### src/rtl/alu_pkg.sv
// Shared ALU definitions: ALUControl encoding (also used by alu_decoder) and
// the execute-stage state encoding.
package alu_pkg;

  // ALUControl codes produced by the decode stage.
  typedef enum logic [2:0] {
    ALU_SUB = 3'b000,
    ALU_MUL = 3'b001,
    ALU_OR  = 3'b010,
    ALU_SLL = 3'b011,
    ALU_LT  = 3'b100,
    ALU_GE  = 3'b101,
    ALU_CMP = 3'b110,
    ALU_ADD = 3'b111
  } alu_op_e;

  // Execute-stage control states. MUL and HOLD are only reachable when the
  // iterative multiplier is built.
  typedef enum logic [1:0] {
    ST_IDLE = 2'd0,
    ST_MUL  = 2'd1,
    ST_HOLD = 2'd2
  } exec_state_e;

  // True for the one opcode that may take more than a single cycle.
  function automatic logic is_mul_op(input logic [2:0] code);
    return code == ALU_MUL;
  endfunction

endpackage

### src/rtl/alu_exec_if.sv
// Handshake bundle between the decode stage (master) and the execute stage
// (slave): request side carries ALUControl + operands, response side carries
// the result, its flags and the multiplier busy indication.
interface alu_exec_if #(
  parameter int WIDTH = 32
);
  logic             in_valid;
  logic             in_ready;
  logic [2:0]       alu_ctrl;
  logic [WIDTH-1:0] op_a;
  logic [WIDTH-1:0] op_b;
  logic             out_valid;
  logic             out_ready;
  logic [WIDTH-1:0] result;
  logic             flag_zero;
  logic             flag_neg;
  logic             busy;

  // Decode-stage / testbench view.
  modport master (
    output in_valid, alu_ctrl, op_a, op_b, out_ready,
    input  in_ready, out_valid, result, flag_zero, flag_neg, busy
  );

  // Execute-stage view.
  modport slave (
    input  in_valid, alu_ctrl, op_a, op_b, out_ready,
    output in_ready, out_valid, result, flag_zero, flag_neg, busy
  );
endinterface

### src/rtl/alu_seq_mult.sv
// Iterative shift-add multiplier: one multiplier bit per cycle, WIDTH cycles
// per product. Produces the low WIDTH bits of the unsigned product.
// 'done' and 'product' are valid together in the final iteration cycle so the
// owner can capture the product on the same edge the last bit is consumed.
module alu_seq_mult #(
  parameter int WIDTH = 32
) (
  input  logic             clk,
  input  logic             rst_n,
  input  logic             start,
  input  logic [WIDTH-1:0] multiplicand,
  input  logic [WIDTH-1:0] multiplier,
  output logic             done,
  output logic [WIDTH-1:0] product
);

  localparam int CW = $clog2(WIDTH);
  localparam logic [CW-1:0] LAST_CNT = CW'(WIDTH - 1);

  logic             running;
  logic [CW-1:0]    cnt;
  logic [WIDTH-1:0] mcand;
  logic [WIDTH-1:0] mplier;
  logic [WIDTH-1:0] acc;
  logic [WIDTH-1:0] acc_next;

  // Partial-product add for the multiplier bit consumed this cycle.
  assign acc_next = acc + (mplier[0] ? mcand : '0);
  assign product  = acc_next;
  assign done     = running && (cnt == LAST_CNT);

  // Sequencing: iteration counter and run flag; reset aborts any product.
  always_ff @(posedge clk) begin
    if (!rst_n) begin
      running <= 1'b0;
      cnt     <= '0;
    end else if (start) begin
      running <= 1'b1;
      cnt     <= '0;
    end else if (running) begin
      // NOTE: non-blocking assignments in clocked blocks, so every register
      // here sees the pre-edge value of its neighbours regardless of order.
      if (done) begin
        running <= 1'b0;
        cnt     <= '0;
      end else begin
        cnt <= cnt + 1'b1;
      end
    end
  end

  // Datapath: load operands on start, then shift one bit per cycle.
  // NOTE: datapath registers carry no reset; they are always loaded by start
  // before being observed, and 'running' gates every use of them.
  always_ff @(posedge clk) begin
    if (start) begin
      mcand  <= multiplicand;
      mplier <= multiplier;
      acc    <= '0;
    end else if (running) begin
      acc    <= acc_next;
      mcand  <= mcand << 1;
      mplier <= mplier >> 1;
    end
  end

endmodule

### src/rtl/alu_exec_stage.sv
// ALU execute stage. Single-cycle SUB/OR/SLL/LT/GE/CMP/ADD; MUL runs on the
// iterative alu_seq_mult core (latency WIDTH+1) unless ALU_FAST_MUL_EN is
// defined, in which case MUL is a single-cycle combinational multiply and the
// MUL/HOLD states are never entered.
// Result and flags sit in one output register that is held stable until the
// downstream handshake retires it.
module alu_exec_stage
  import alu_pkg::*;
#(
  parameter int WIDTH = 32
) (
  input logic         clk,
  input logic         rst_n,
  alu_exec_if.slave   bus
);

  localparam int SHW = $clog2(WIDTH);

  exec_state_e      state_q, state_d;
  logic             out_valid_q, out_valid_d;
  logic [WIDTH-1:0] result_q;
  logic             flag_zero_q;
  logic             flag_neg_q;

  logic             accept;
  logic             is_iter_mul;
  logic             load_res;
  logic [WIDTH-1:0] res_d;
  logic [WIDTH-1:0] alu_res;
  logic [WIDTH-1:0] diff;
  logic             lt_s;
  logic [SHW-1:0]   shamt;
  logic             mul_done;
  logic [WIDTH-1:0] mul_product;

  // New work is taken only from IDLE, and only when the output register is
  // free or being emptied this very cycle.
  assign bus.in_ready = (state_q == ST_IDLE) && (!out_valid_q || bus.out_ready);
  assign accept       = bus.in_valid && bus.in_ready;

  assign diff  = bus.op_a - bus.op_b;
  assign lt_s  = $signed(bus.op_a) < $signed(bus.op_b);
  assign shamt = bus.op_b[SHW-1:0];

`ifdef ALU_FAST_MUL_EN
  assign is_iter_mul = 1'b0;
  assign mul_done    = 1'b0;
  assign mul_product = '0;
  assign bus.busy    = 1'b0;
`else
  logic mul_start;

  assign is_iter_mul = is_mul_op(bus.alu_ctrl);
  assign mul_start   = accept && is_iter_mul;
  assign bus.busy    = (state_q == ST_MUL);

  alu_seq_mult #(
    .WIDTH (WIDTH)
  ) u_mult (
    .clk          (clk),
    .rst_n        (rst_n),
    .start        (mul_start),
    .multiplicand (bus.op_a),
    .multiplier   (bus.op_b),
    .done         (mul_done),
    .product      (mul_product)
  );
`endif

  // Single-cycle operation results selected by ALUControl.
  always_comb begin
    // NOTE: default every always_comb output first so no path leaves it
    // unassigned and a latch cannot be inferred.
    alu_res = '0;
    case (alu_op_e'(bus.alu_ctrl))
      ALU_SUB, ALU_CMP: alu_res = diff;
`ifdef ALU_FAST_MUL_EN
      ALU_MUL:          alu_res = bus.op_a * bus.op_b;
`endif
      ALU_OR:           alu_res = bus.op_a | bus.op_b;
      ALU_SLL:          alu_res = bus.op_a << shamt;
      ALU_LT:           alu_res = {{(WIDTH-1){1'b0}}, lt_s};
      ALU_GE:           alu_res = {{(WIDTH-1){1'b0}}, !lt_s};
      ALU_ADD:          alu_res = bus.op_a + bus.op_b;
      default:          alu_res = '0;
    endcase
  end

  // Next-state, output-valid and result-load decisions.
  always_comb begin
    state_d     = state_q;
    out_valid_d = out_valid_q;
    load_res    = 1'b0;
    res_d       = alu_res;
    case (state_q)
      ST_IDLE: begin
        if (accept) begin
          if (is_iter_mul) begin
            // Any held result retires on this same edge (accept implies it).
            state_d     = ST_MUL;
            out_valid_d = 1'b0;
          end else begin
            load_res    = 1'b1;
            out_valid_d = 1'b1;
          end
        end else if (out_valid_q && bus.out_ready) begin
          out_valid_d = 1'b0;
        end
      end
      ST_MUL: begin
        if (mul_done) begin
          load_res    = 1'b1;
          res_d       = mul_product;
          out_valid_d = 1'b1;
          state_d     = ST_HOLD;
        end
      end
      ST_HOLD: begin
        if (bus.out_ready) begin
          out_valid_d = 1'b0;
          state_d     = ST_IDLE;
        end
      end
      default: begin
        state_d     = ST_IDLE;
        out_valid_d = 1'b0;
      end
    endcase
  end

  // Control state and the output register; flags are captured alongside the
  // result so they always describe the value on 'result'.
  always_ff @(posedge clk) begin
    if (!rst_n) begin
      state_q     <= ST_IDLE;
      out_valid_q <= 1'b0;
      result_q    <= '0;
      flag_zero_q <= 1'b0;
      flag_neg_q  <= 1'b0;
    end else begin
      state_q     <= state_d;
      out_valid_q <= out_valid_d;
      if (load_res) begin
        result_q    <= res_d;
        flag_zero_q <= (res_d == '0);
        flag_neg_q  <= res_d[WIDTH-1];
      end
    end
  end

  assign bus.out_valid = out_valid_q;
  assign bus.result    = result_q;
  assign bus.flag_zero = flag_zero_q;
  assign bus.flag_neg  = flag_neg_q;

endmodule

### src/flat_wrapper.sv
// flat-port wrapper written by rule: the top's interface ports become plain ports
module alu_exec_stage_flat import alu_pkg::*;
#(
  parameter int WIDTH = 32
)
  (clk, rst_n, bus_in_valid, bus_alu_ctrl, bus_op_a, bus_op_b, bus_out_ready, bus_in_ready, bus_out_valid, bus_result, bus_flag_zero, bus_flag_neg, bus_busy);
  alu_exec_if #(.WIDTH(WIDTH)) bus_i ();
  input logic clk;
  input logic rst_n;
  input wire logic [$bits(bus_i.in_valid)-1:0] bus_in_valid;
  input wire logic [$bits(bus_i.alu_ctrl)-1:0] bus_alu_ctrl;
  input wire logic [$bits(bus_i.op_a)-1:0] bus_op_a;
  input wire logic [$bits(bus_i.op_b)-1:0] bus_op_b;
  input wire logic [$bits(bus_i.out_ready)-1:0] bus_out_ready;
  output wire logic [$bits(bus_i.in_ready)-1:0] bus_in_ready;
  output wire logic [$bits(bus_i.out_valid)-1:0] bus_out_valid;
  output wire logic [$bits(bus_i.result)-1:0] bus_result;
  output wire logic [$bits(bus_i.flag_zero)-1:0] bus_flag_zero;
  output wire logic [$bits(bus_i.flag_neg)-1:0] bus_flag_neg;
  output wire logic [$bits(bus_i.busy)-1:0] bus_busy;
  assign bus_i.in_valid = bus_in_valid;
  assign bus_i.alu_ctrl = bus_alu_ctrl;
  assign bus_i.op_a = bus_op_a;
  assign bus_i.op_b = bus_op_b;
  assign bus_i.out_ready = bus_out_ready;
  assign bus_in_ready = bus_i.in_ready;
  assign bus_out_valid = bus_i.out_valid;
  assign bus_result = bus_i.result;
  assign bus_flag_zero = bus_i.flag_zero;
  assign bus_flag_neg = bus_i.flag_neg;
  assign bus_busy = bus_i.busy;
  alu_exec_stage #(.WIDTH(WIDTH)) u_core (.clk(clk), .rst_n(rst_n), .bus(bus_i));
endmodule
### config.mk
export PLATFORM = sky130hd
export DESIGN_NAME = alu_exec_stage_flat
export DESIGN_NICKNAME = d
export VERILOG_FILES = /design/src/rtl/alu_pkg.sv /design/src/rtl/alu_exec_if.sv /design/src/rtl/alu_seq_mult.sv /design/src/rtl/alu_exec_stage.sv /design/src/flat_wrapper.sv
export SDC_FILE = /design/constraint.sdc
export NUM_CORES = 1
export LEC_CHECK = 0
export CAP_MARGIN = 10
export CORE_MARGIN = 2
export CORE_UTILIZATION = 40
export DETAILED_ROUTE_END_ITERATION = 8
export PLACE_DENSITY_LB_ADDON = 0.25
export SETUP_SLACK_MARGIN = 0.1
export SYNTH_ARGS = -nofsm -noshare
export SYNTH_HDL_FRONTEND = slang
export SYNTH_SLANG_ARGS = --single-unit
### constraint.sdc
create_clock -name clk -period 5.8 [get_ports clk]
set_clock_uncertainty 0.15 [all_clocks]
set_input_delay 1.74 -clock clk [delete_from_list [all_inputs] [get_ports clk]]
set_output_delay 1.74 -clock clk [all_outputs]
set_load 0.03 [all_outputs]
==> results.py, run 1 <==
metrics = {
    "outcome": {
        "status": "finished clean",
    },
    "place": {
        "placed_area_sq_um": 18300,
        "dp_hpwl_microns": 53400,
        "dp.cells": 2687,
        "pre_cts_ws_ps": -490,
        "gp_congestion": 1.03,
        "port-buffer-count": 107,
    },
    "worst_setup_path": {
        "endpoint_kind": "register",
        "critPathMaxStageDelay_ps": 510,
        "worstPathCellList": "clkdlybuf4s50_1, inv_1, ha_1, buf_4, inv_1, o311ai_0, buf_4, a21oi_1, o31ai_1, mux2_2, o211ai_1, a2111oi_0, nand4_1, nor4_1, buf_4, nand4_1, o31ai_2",
        "cpMostUsedCell": "buf_4",
        "path_max_fanout": 8,
        "cp_slowest_cell": "clkdlybuf4s50_1",
        "required_ps": 6020,
        "start_kind": "primary input",
        "rrSetupSlack_ps": 1300,
        "arrival_ps": 5760,
        "crit_type": "in -> reg",
    },
    "global_routing": {
        "grt_pass1_vias": 15800,
        "antenna_found_initial": 1,
        "groute.usage.overall_pct": 34.0,
        "grt_pass1_wl_microns": 98500,
        "grt_overflow_total": 0,
        "grt_max_degree": 66,
    },
    "flow_run": {
        "maxCapViolCount": 0,
    },
    "route": {
        "postRouteAntennaNets": 0,
        "top_layer_used": "met5",
        "dr_wl_met3_microns": 6510,
        "drt_wl_total_microns": 66300,
        "vias": 16700,
        "route.detailed.drc": 0,
        "first_iter_violations": 2090,
        "drt_first_pass_iters": 6,
        "met1Wirelength_microns": 28900,
        "via_per_inst": 6.14,
        "wl_met2_microns": 29200,
        "wl_per_cell_microns": 24.4,
    },
    "power": {
        "clkPwrFrac_pct": 25.0,
        "p_comb_share_pct": 48.6,
        "peakVddDrop_mv": 0.226,
        "swShare_pct": 41.9,
        "netSwitchingPower_w": 0.00201,
        "pwr-share-seq_pct": 26.4,
        "power_density_nw_per_um2": 252,
        "internal_power_w": 0.00278,
        "leakage_nw": 8.06,
    },
    "sta": {
        "maxSlewViolCount": 0,
        "setup_slack_ps": 263,
        "slew_headroom_pct": 23.8,
        "fmax_ghz": 0.181,
        "fin_hold_ws_ps": 314,
        "fin_crit_ps": 5540,
        "worstMarginPinSlew_ps": 1140,
        "hold_violations": 0,
        "rsz0062_at_grt": "false",
        "setup_viol_count_final": 0,
        "fin_crit_sh_pct": 95.5,
    },
    "cells_and_area": {
        "drive_above_1_share_pct": 18.0,
        "n_antenna_cell": 0,
        "design_area_sq_um": 19000,
        "instances_no_fill": 2719,
        "num-nets-final": 2441,
        "synthToLayoutAreaGrowth_pct": 28.3,
    },
    "floorplan": {
        "die_h_microns": 196,
        "dieArea_sq_um": 38600,
        "die_w_microns": 196,
        "core_area_sq_um": 36500,
        "io_pins": 108,
        "rows": 70,
        "start_util_pct": 40.5,
    },
    "synthesis": {
        "synth_most_common_cell": "nor2_1",
        "synth_cells": 1927,
        "ys_seq_elements": 138,
        "synth-seq-area-share_pct": 23.0,
        "syn_nets": 2130,
        "synthArstFlopShare_pct": 0,
        "synth_area_sq_um": 14800,
        "yosys.area.top_type": "edfxtp_1",
        "synth_top_cell_area_share_pct": 13.0,
        "netlist_top_cells_area": "edfxtp_1, ha_1, dfxtp_1",
        "synth_commonest_cells": "nor2_1, nand2_1, o21ai_0",
        "yosysWarningCount": 0,
        "synth_cell_types": 93,
        "synth_edf_count": 64,
        "ys.flop_type": "dfxtp_1",
        "avgSynthCellArea_sq_um": 7.68,
    },
    "clock_tree": {
        "clock-sinks": 138,
        "cts_hold_repair.buffers": 0,
        "cts_made_buffers": 17,
        "clockRootBuffer": "clkbuf_16",
        "cts_tree": "done",
        "postCtsSetupBuffers": 0,
        "clkTransAtPathRegs_ps": 70,
        "insertion_delay_ps": 460,
        "htreeDepth": 4,
        "clk_path_buf_depth": 2,
    },
    "worst_hold_path": {
        "hold_class": "reg -> reg",
    },
}
critical path, delay by kind of cell:
kind	cells	cell delay (ps)
adders and majority gates	1	320
buffers and inverters	6	1200
AOI/OAI and AO/OA	6	1700
and+or+nand+nor	3	560
muxes	1	230
power groups by stage:
stage               Clock [W]  Combinational [W]  Sequential [W]
floorplan                   0            0.00135         0.00130
global placement            0            0.00222         0.00128
detailed placement          0            0.00225         0.00128
CTS                   0.00120            0.00226         0.00126
global route          0.00124            0.00250         0.00128
finish                0.00120            0.00232         0.00126
placed cells by master, fill, tap and decap left out, types with 33 or more instances in the layout:
cell	instances
nor2_1	213
and2_1	38
mux2i_1	61
xnor2_1	41
a211oi_1	39
nand3_1	33
dfxtp_1	73
nand2_1	198
inv_1	113
clkdlybuf4s50_1	105
ha_1	128
o21ai_0	152
edfxtp_1	64
nor3_1	39
a21oi_1	151
buf_4	296
registers in the layout, summed over array words and instances, names as in the netlist:
| signal | flops |
|---|---|
| u_core.u_mult.running | 1 |
| u_core.state_q | 2 |
| u_core.u_mult.mcand | 32 |
| u_core.bus.out_valid | 1 |
| u_core.bus.result | 31 |
| u_core.bus.flag_neg | 1 |
| u_core.u_mult.acc | 32 |
| u_core.u_mult.mplier | 32 |
| u_core.bus.flag_zero | 1 |
| u_core.u_mult.cnt | 5 |
layout make-up:
cell class | instances | area, sq um
Sequential cell | 138 | 3400
Multi-Input combinational cell | 1555 | 10500
Timing Repair Buffer | 410 | 3420
Tap cell | 468 | 586
Fill cell | 3554 | 17500
Inverter | 116 | 435
Clock buffer | 22 | 508
Clock inverter | 10 | 97.6
per-stage QoR:
stage          utilization (%)  TNS (ps)  power (W)
2_1_floorplan                -         0    0.00265
3_3_place_gp              50.2     -1640    0.00350
3_5_place_dp              50.2     -1220    0.00352
4_1_cts                   51.9         0    0.00473
5_1_grt                   52.0         0    0.00502
6_report                  52.0         0    0.00479
path summary, 6_finish.rpt:
check	startpoint	end	cells after the start
worst min register to register	u_core.bus.result[8]	u_core.bus.result[8]	2
worst max register to register	u_core.u_mult.mplier[0]	u_core.bus.flag_zero	15
worst min-delay path	u_core.bus.result[8]	u_core.bus.result[8]	2
worst max-delay path	bus_op_a[6]	u_core.bus.flag_zero	17
logic make-up after synthesis:
family,after synthesis,synth area share (%)
fa+ha+maj,132,11.3
xor+xnor,54,3.19
buf+inv,234,6.29
compound gates,612,27.3
mux,94,7.93
flops,138,23.0
simple gates,663,21.0
layer usage:
metal | GRT usage [%] | vias up
met1 | 47.1 | 7960
met3 | 7.08 | 121
met4 | 8.92 | 2
met2 | 53.7 | 913
met5 | 0 | -
li1 | - | 7703
repair_timing:
item,4_1_cts,5_1_grt
gates resized for setup,1,10
pin swaps,0,1
gates cloned,0,0
setup endpoints to repair,1,6
No activity file was read; power rests on OpenSTA's default activity.
==> run 2, diff against run 1 <==
--- a/config.mk
+++ b/config.mk
@@ -5,7 +5,11 @@
 export SDC_FILE = /design/constraint.sdc
 export NUM_CORES = 1
 export LEC_CHECK = 0
+export ABC_AREA = 1
 export CAP_MARGIN = 10
+export CELL_PAD_IN_SITES_DETAIL_PLACEMENT = 0
+export CELL_PAD_IN_SITES_GLOBAL_PLACEMENT = 1
+export CORE_ASPECT_RATIO = 1.1
 export CORE_MARGIN = 2
 export CORE_UTILIZATION = 40
 export DETAILED_ROUTE_END_ITERATION = 8
==> run 2 against run 1 <==
Net effect:
- setup slack improved by 200 ps
- via count up 9.2%
- combinational power is 24% lower
- highest routed layer is now met4
- total power shrank 15%
- largest cell class unchanged
- sequential power fell by 5%
- sequential cell count stayed put
==> results.py, run 2 <==
metrics = {
    "cells_and_area": {
        "final_cell_mix": "nand2_1, inv_1, nand3_1",
        "num-nets-final": 2942,
        "synthToLayoutAreaGrowth_pct": 14.3,
        "final_common_cell": "nand2_1",
        "reg_top3": "u_core.u_mult.acc (32), u_core.u_mult.mcand (32), u_core.u_mult.mplier (32)",
        "design_area_sq_um": 18000,
        "drive_above_1_share_pct": 5.89,
    },
    "clock_tree": {
        "postCtsSetupBuffers": 0,
        "clockRootBuffer": "clkbuf_16",
        "clkTransAtPathRegs_ps": 70,
        "insertion_delay_ps": 470,
        "cts_tree": "done",
        "clock-sinks": 138,
        "clk_path_buf_depth": 2,
        "cts_resized": 0,
        "cts_made_buffers": 17,
        "htreeDepth": 4,
        "cts_hold_repair.buffers": 0,
    },
    "floorplan": {
        "dieArea_sq_um": 41000,
        "io_pins": 108,
        "die_w_microns": 193,
        "start_util_pct": 40.4,
        "core_area_sq_um": 39000,
        "rows": 76,
        "die_h_microns": 212,
    },
    "synthesis": {
        "synth_commonest_cells": "nand2_1, inv_1, nand3_1",
        "synth_edf_count": 64,
        "synth_cells": 2649,
        "synth_top_cell_area_share_pct": 18.3,
        "netlist_top_cells_area": "nand2_1, edfxtp_1, nand3_1",
        "syn_nets": 2852,
        "synth-seq-area-share_pct": 21.6,
        "yosysWarningCount": 0,
        "avgSynthCellArea_sq_um": 5.95,
        "synthArstFlopShare_pct": 0,
        "ys_seq_elements": 138,
        "synth_cell_types": 48,
        "yosys.area.top_type": "nand2_1",
        "synth_area_sq_um": 15800,
        "synth_most_common_cell": "nand2_1",
        "ys.flop_type": "dfxtp_1",
    },
    "global_routing": {
        "groute.usage.overall_pct": 34.6,
        "antenna_found_initial": 0,
        "grt_max_degree": 129,
        "grt_pass1_vias": 17500,
        "grt_overflow_total": 0,
        "grt_pass1_wl_microns": 106000,
    },
    "worst_hold_path": {
        "holdPathStages": 2,
        "min_to": "u_core.u_mult.acc[9]",
        "min_from": "u_core.u_mult.acc[9]",
        "hold_class": "reg -> reg",
    },
    "worst_setup_path": {
        "start_kind": "primary input",
        "cp_top_family": "simple AND/OR/NAND/NOR gates",
        "cp_slowest_cell": "clkdlybuf4s50_1",
        "rrSetupSlack_ps": 1910,
        "regToRegStartpoint": "u_core.u_mult.mplier[0]",
        "critPathMaxStageDelay_ps": 760,
        "required_ps": 6050,
        "reg2reg_to": "u_core.bus.flag_zero",
        "cp_num_buf_inv": 2,
        "crit_type": "in -> reg",
        "worstPathCellList": "clkdlybuf4s50_1, inv_1, ha_1, nor2_2, nand2_1, nor2_1, nand2_1, nand3_1, nand3_1, nand3_1, nand2_1, nand3_1, nand3_1, a21oi_1, nand2_1, nor3_2, nand3_1, a21oi_2",
        "arrival_ps": 5590,
        "cpMostUsedCell": "nand3_1",
        "r2r_cells": 21,
        "path_max_fanout": 8,
        "endpoint_kind": "register",
    },
    "route": {
        "route.detailed.drc": 0,
        "postRouteAntennaNets": 0,
        "drt_first_pass_iters": 6,
        "via_per_inst": 5.59,
        "first_iter_violations": 2131,
        "vias": 18200,
        "drt_wl_total_microns": 72000,
        "wl_per_cell_microns": 22.1,
    },
    "sta": {
        "setup_tns_ps": 0,
        "fin_crit_sh_pct": 92.0,
        "rsz0062_at_grt": "false",
        "slew_headroom_pct": 50.9,
        "worstMarginPinSlew_ps": 734,
        "maxSlewViolCount": 0,
        "fmax_ghz": 0.187,
        "setup_viol_count_final": 0,
        "fin_crit_ps": 5330,
        "hold_violations": 0,
    },
    "power": {
        "leakage_nw": 9.21,
        "power_density_nw_per_um2": 227,
        "peakVddDrop_mv": 0.217,
    },
    "outcome": {
        "status": "finished clean",
    },
    "flow_run": {
        "maxCapViolCount": 0,
    },
    "place": {
        "port-buffer-count": 107,
        "dp_hpwl_microns": 58800,
        "placed_area_sq_um": 17500,
        "gp_congestion": 1.07,
    },
}
## run 2: final cells by class
class	instances	area (sq um)
clock buffers	19	454
diodes	1	2.50
fillers	4361	21000
clock inverters	13	114
well taps	507	634
repair buffers	174	1580
flip-flops and latches	138	3400
multi-input cells	1990	10300
inverters	418	1570
## run 2: how the worst max path moves through the flow
stage,slack [ps],from,cells past startpoint,to
4_1_cts,670,bus_op_a[8],18,u_core.bus.flag_zero
3_3_place_gp,160,bus_op_a[12],20,u_core.bus.flag_zero
5_1_grt,420,bus_op_a[8],18,u_core.bus.flag_zero
2_1_floorplan,1440,bus_in_valid,7,u_core.u_mult.mcand[0]
3_5_place_dp,190,bus_op_a[8],18,u_core.bus.flag_zero
6_report,470,bus_op_a[8],18,u_core.bus.flag_zero
## run 2: metrics by stage
stage / instances / hold WS, ps / total power [W] / setup WS, ps / util [%]
floorplan: 2649 / 278 / 0.00233 / 1440 / -
global placement: 3227 / 297 / 0.00293 / 157 / 44.8
detailed placement: 3227 / 302 / 0.00293 / 192 / 44.8
CTS: 3259 / 321 / 0.00407 / 668 / 46.2
global route: 3259 / 340 / 0.00431 / 415 / 46.2
finish: 3260 / 319 / 0.00408 / 465 / 46.2
## run 2: routing by layer
| layer | GRT usage, % | part of all wire, % | vias up |
|---|---|---|---|
| li1 | - | - | 8765 |
| met2 | 59.3 | 47 | 743 |
| met3 | 4.68 | 7.0 | 131 |
| met4 | 14.6 | 4.1 | 0 |
| met1 | 43.7 | 42 | 8590 |
| met5 | 0 | 0 | - |
## run 2: report_power, final
part | switching, W | internal (W) | leakage (nW)
logic | 0.00119 | 0.000567 | 7.74
registers | 0.0000649 | 0.00114 | 1.20
clock network | 0.000513 | 0.000616 | 0.277
## run 2: cell families (layout without fill, tap and decap cells)
kind of cell / count (synthesis) / after routing / synth area share, %
flops: 138 / 138 / 21.6
fa+ha+maj: 132 / 132 / 10.6
compound gates: 383 / 383 / 14.1
other cells: 0 / 1 / 0
xor+xnor: 14 / 14 / 0.778
buf+inv: 521 / 624 / 13.4
simple gates: 1461 / 1461 / 39.5
## run 2: worst reg2reg max path, cell delays in order (launching register included)
cell,delay (ps)
edfxtp_1,320
buf_4,320
nand2_1,90
inv_1,70
ha_1,200
inv_1,70
fa_1,400
inv_1,160
nand3_1,90
nand2_1,200
a21oi_4,120
o21ai_1,270
nand2_1,110
o211ai_2,120
inv_1,100
o21ai_1,170
nand2_1,90
nand3_1,130
nand2_1,100
nor2_1,270
nand3_1,140
a21oi_2,120
==> patch: new RTL, flow settings as in run 2 <==
Add a define of `ALU_FAST_MUL_EN`.
--- a/src/rtl/alu_exec_stage.sv
+++ b/src/rtl/alu_exec_stage.sv
@@ -4,6 +4,8 @@
 // MUL/HOLD states are never entered.
 // Result and flags sit in one output register that is held stable until the
 // downstream handshake retires it.
+`define ALU_FAST_MUL_EN
+
 module alu_exec_stage
   import alu_pkg::*;
 #(
Behaviour: not the same (Yosys sat finds a counterexample within 4 cycles, from zero or initial values and one cycle with rst_n low).
==> patch against run 2 <==
- the flow now finishes with violations (setup timing)
- global-route usage decreased by 1.8 points
- utilization increased by 9.6 points
- count of clock-buffer cells in the layout decreased by 13
- wire length increased by 45%
- final area increased by 89%
- die area increased by 55%
- sequential cell count decreased by 104
- area after synthesis increased by 57%
- critical path depth increased by 13
- worst setup slack got worse by 3.1 ns
- critical path type unchanged
- largest cell class unchanged
Power is not shown: default switching activity piles up to over one toggle a cycle in this logic, so the estimate is an artifact.
==> patch: results (changes against run 2) <==
[sta]
tns_ns = -55.82  ; -55.82 ns
setup_viol = 27  ; +27
final.setup.worst_slack_ns = -2.628  ; -3.094 ns

[critical_path]
crit_arrival_ns = 8.49  ; +2.90 ns
cp_slowest_stage_delay_ns = 0.61  ; -0.15 ns
reg2reg_depth = 9  ; -57%
startpoint = bus_op_b[2]
slowest_stage = fa_2

[logic_synthesis]
seq_area_frac_synth = 0.02755  ; -0.1884
ys_types = 57  ; +19%
synth-compound-area-share = 0.1079  ; -0.03295
synth.mux.area_fraction = 0.002026  ; +0.002026

[clocking]
h-tree-depth = 2  ; -2
clk_transition_reported_paths_ns = 0.05  ; -0.02 ns
clock_latency_ns = 0.29  ; -0.18 ns
cts_buffers = 5  ; -12

[grt]
antenna_found_initial = 3  ; +3
grt_usage = 0.3278  ; -0.01797
first_global_vias = 25820  ; +48%

[cells_and_area]
antenna_cells = 0  ; -1
drive_gt1_frac = 0.2606  ; +0.2017

[route]
dr.pass1.iters = 5  ; -1
via_per_inst = 4.984  ; -11%
drt-initial-drc-count = 2012  ; -5.6%

[run_status]
status = finished with violations
failed_checks = setup timing

[placement]
dp.cells = 4952  ; +53%
io_buffers = 106  ; -0.93%
place_congestion = 0.9663  ; -9.8%
dpl_worst_slack_ns = -3.537  ; -3.729 ns

-- patch: routing by layer --
layer  GRT usage  share of wire  vias up
met5           0              0        -
met4      0.1154          0.048        0
met3     0.03603          0.059      185
met2      0.5337           0.46      798
met1      0.4504           0.44    12270
li1            -              -    12100
-- patch: path summary, 6_finish.rpt --
| kind | endpoint | slack [ns] |
|---|---|---|
| min | u_core.bus.flag_zero | 0.33 |
| min reg2reg | u_core.bus.flag_zero | 0.33 |
| max | u_core.bus.flag_zero | -2.63 |
| max reg2reg | u_core.bus.result[24] | 3.55 |
-- patch: layout make-up --
cell class / count / area, um2 / area share
sequential: 34 / 680.7 / 0.01997
inverter: 980 / 3691 / 0.1083
multi-input combinational: 2540 / 21700 / 0.6365
tap: 824 / 1031 / 0.03024
clock inverter: 1 / 30.03 / 0.0008808
timing repair buffer: 703 / 6820 / 0.2001
clock buffer: 6 / 138.9 / 0.004074
-- patch: timing repair --
item	CTS	global route
setup endpoints to repair	29	29
resized for setup	427	370
pin swaps	199	254
cloned	10	2
setup buffers	87	46
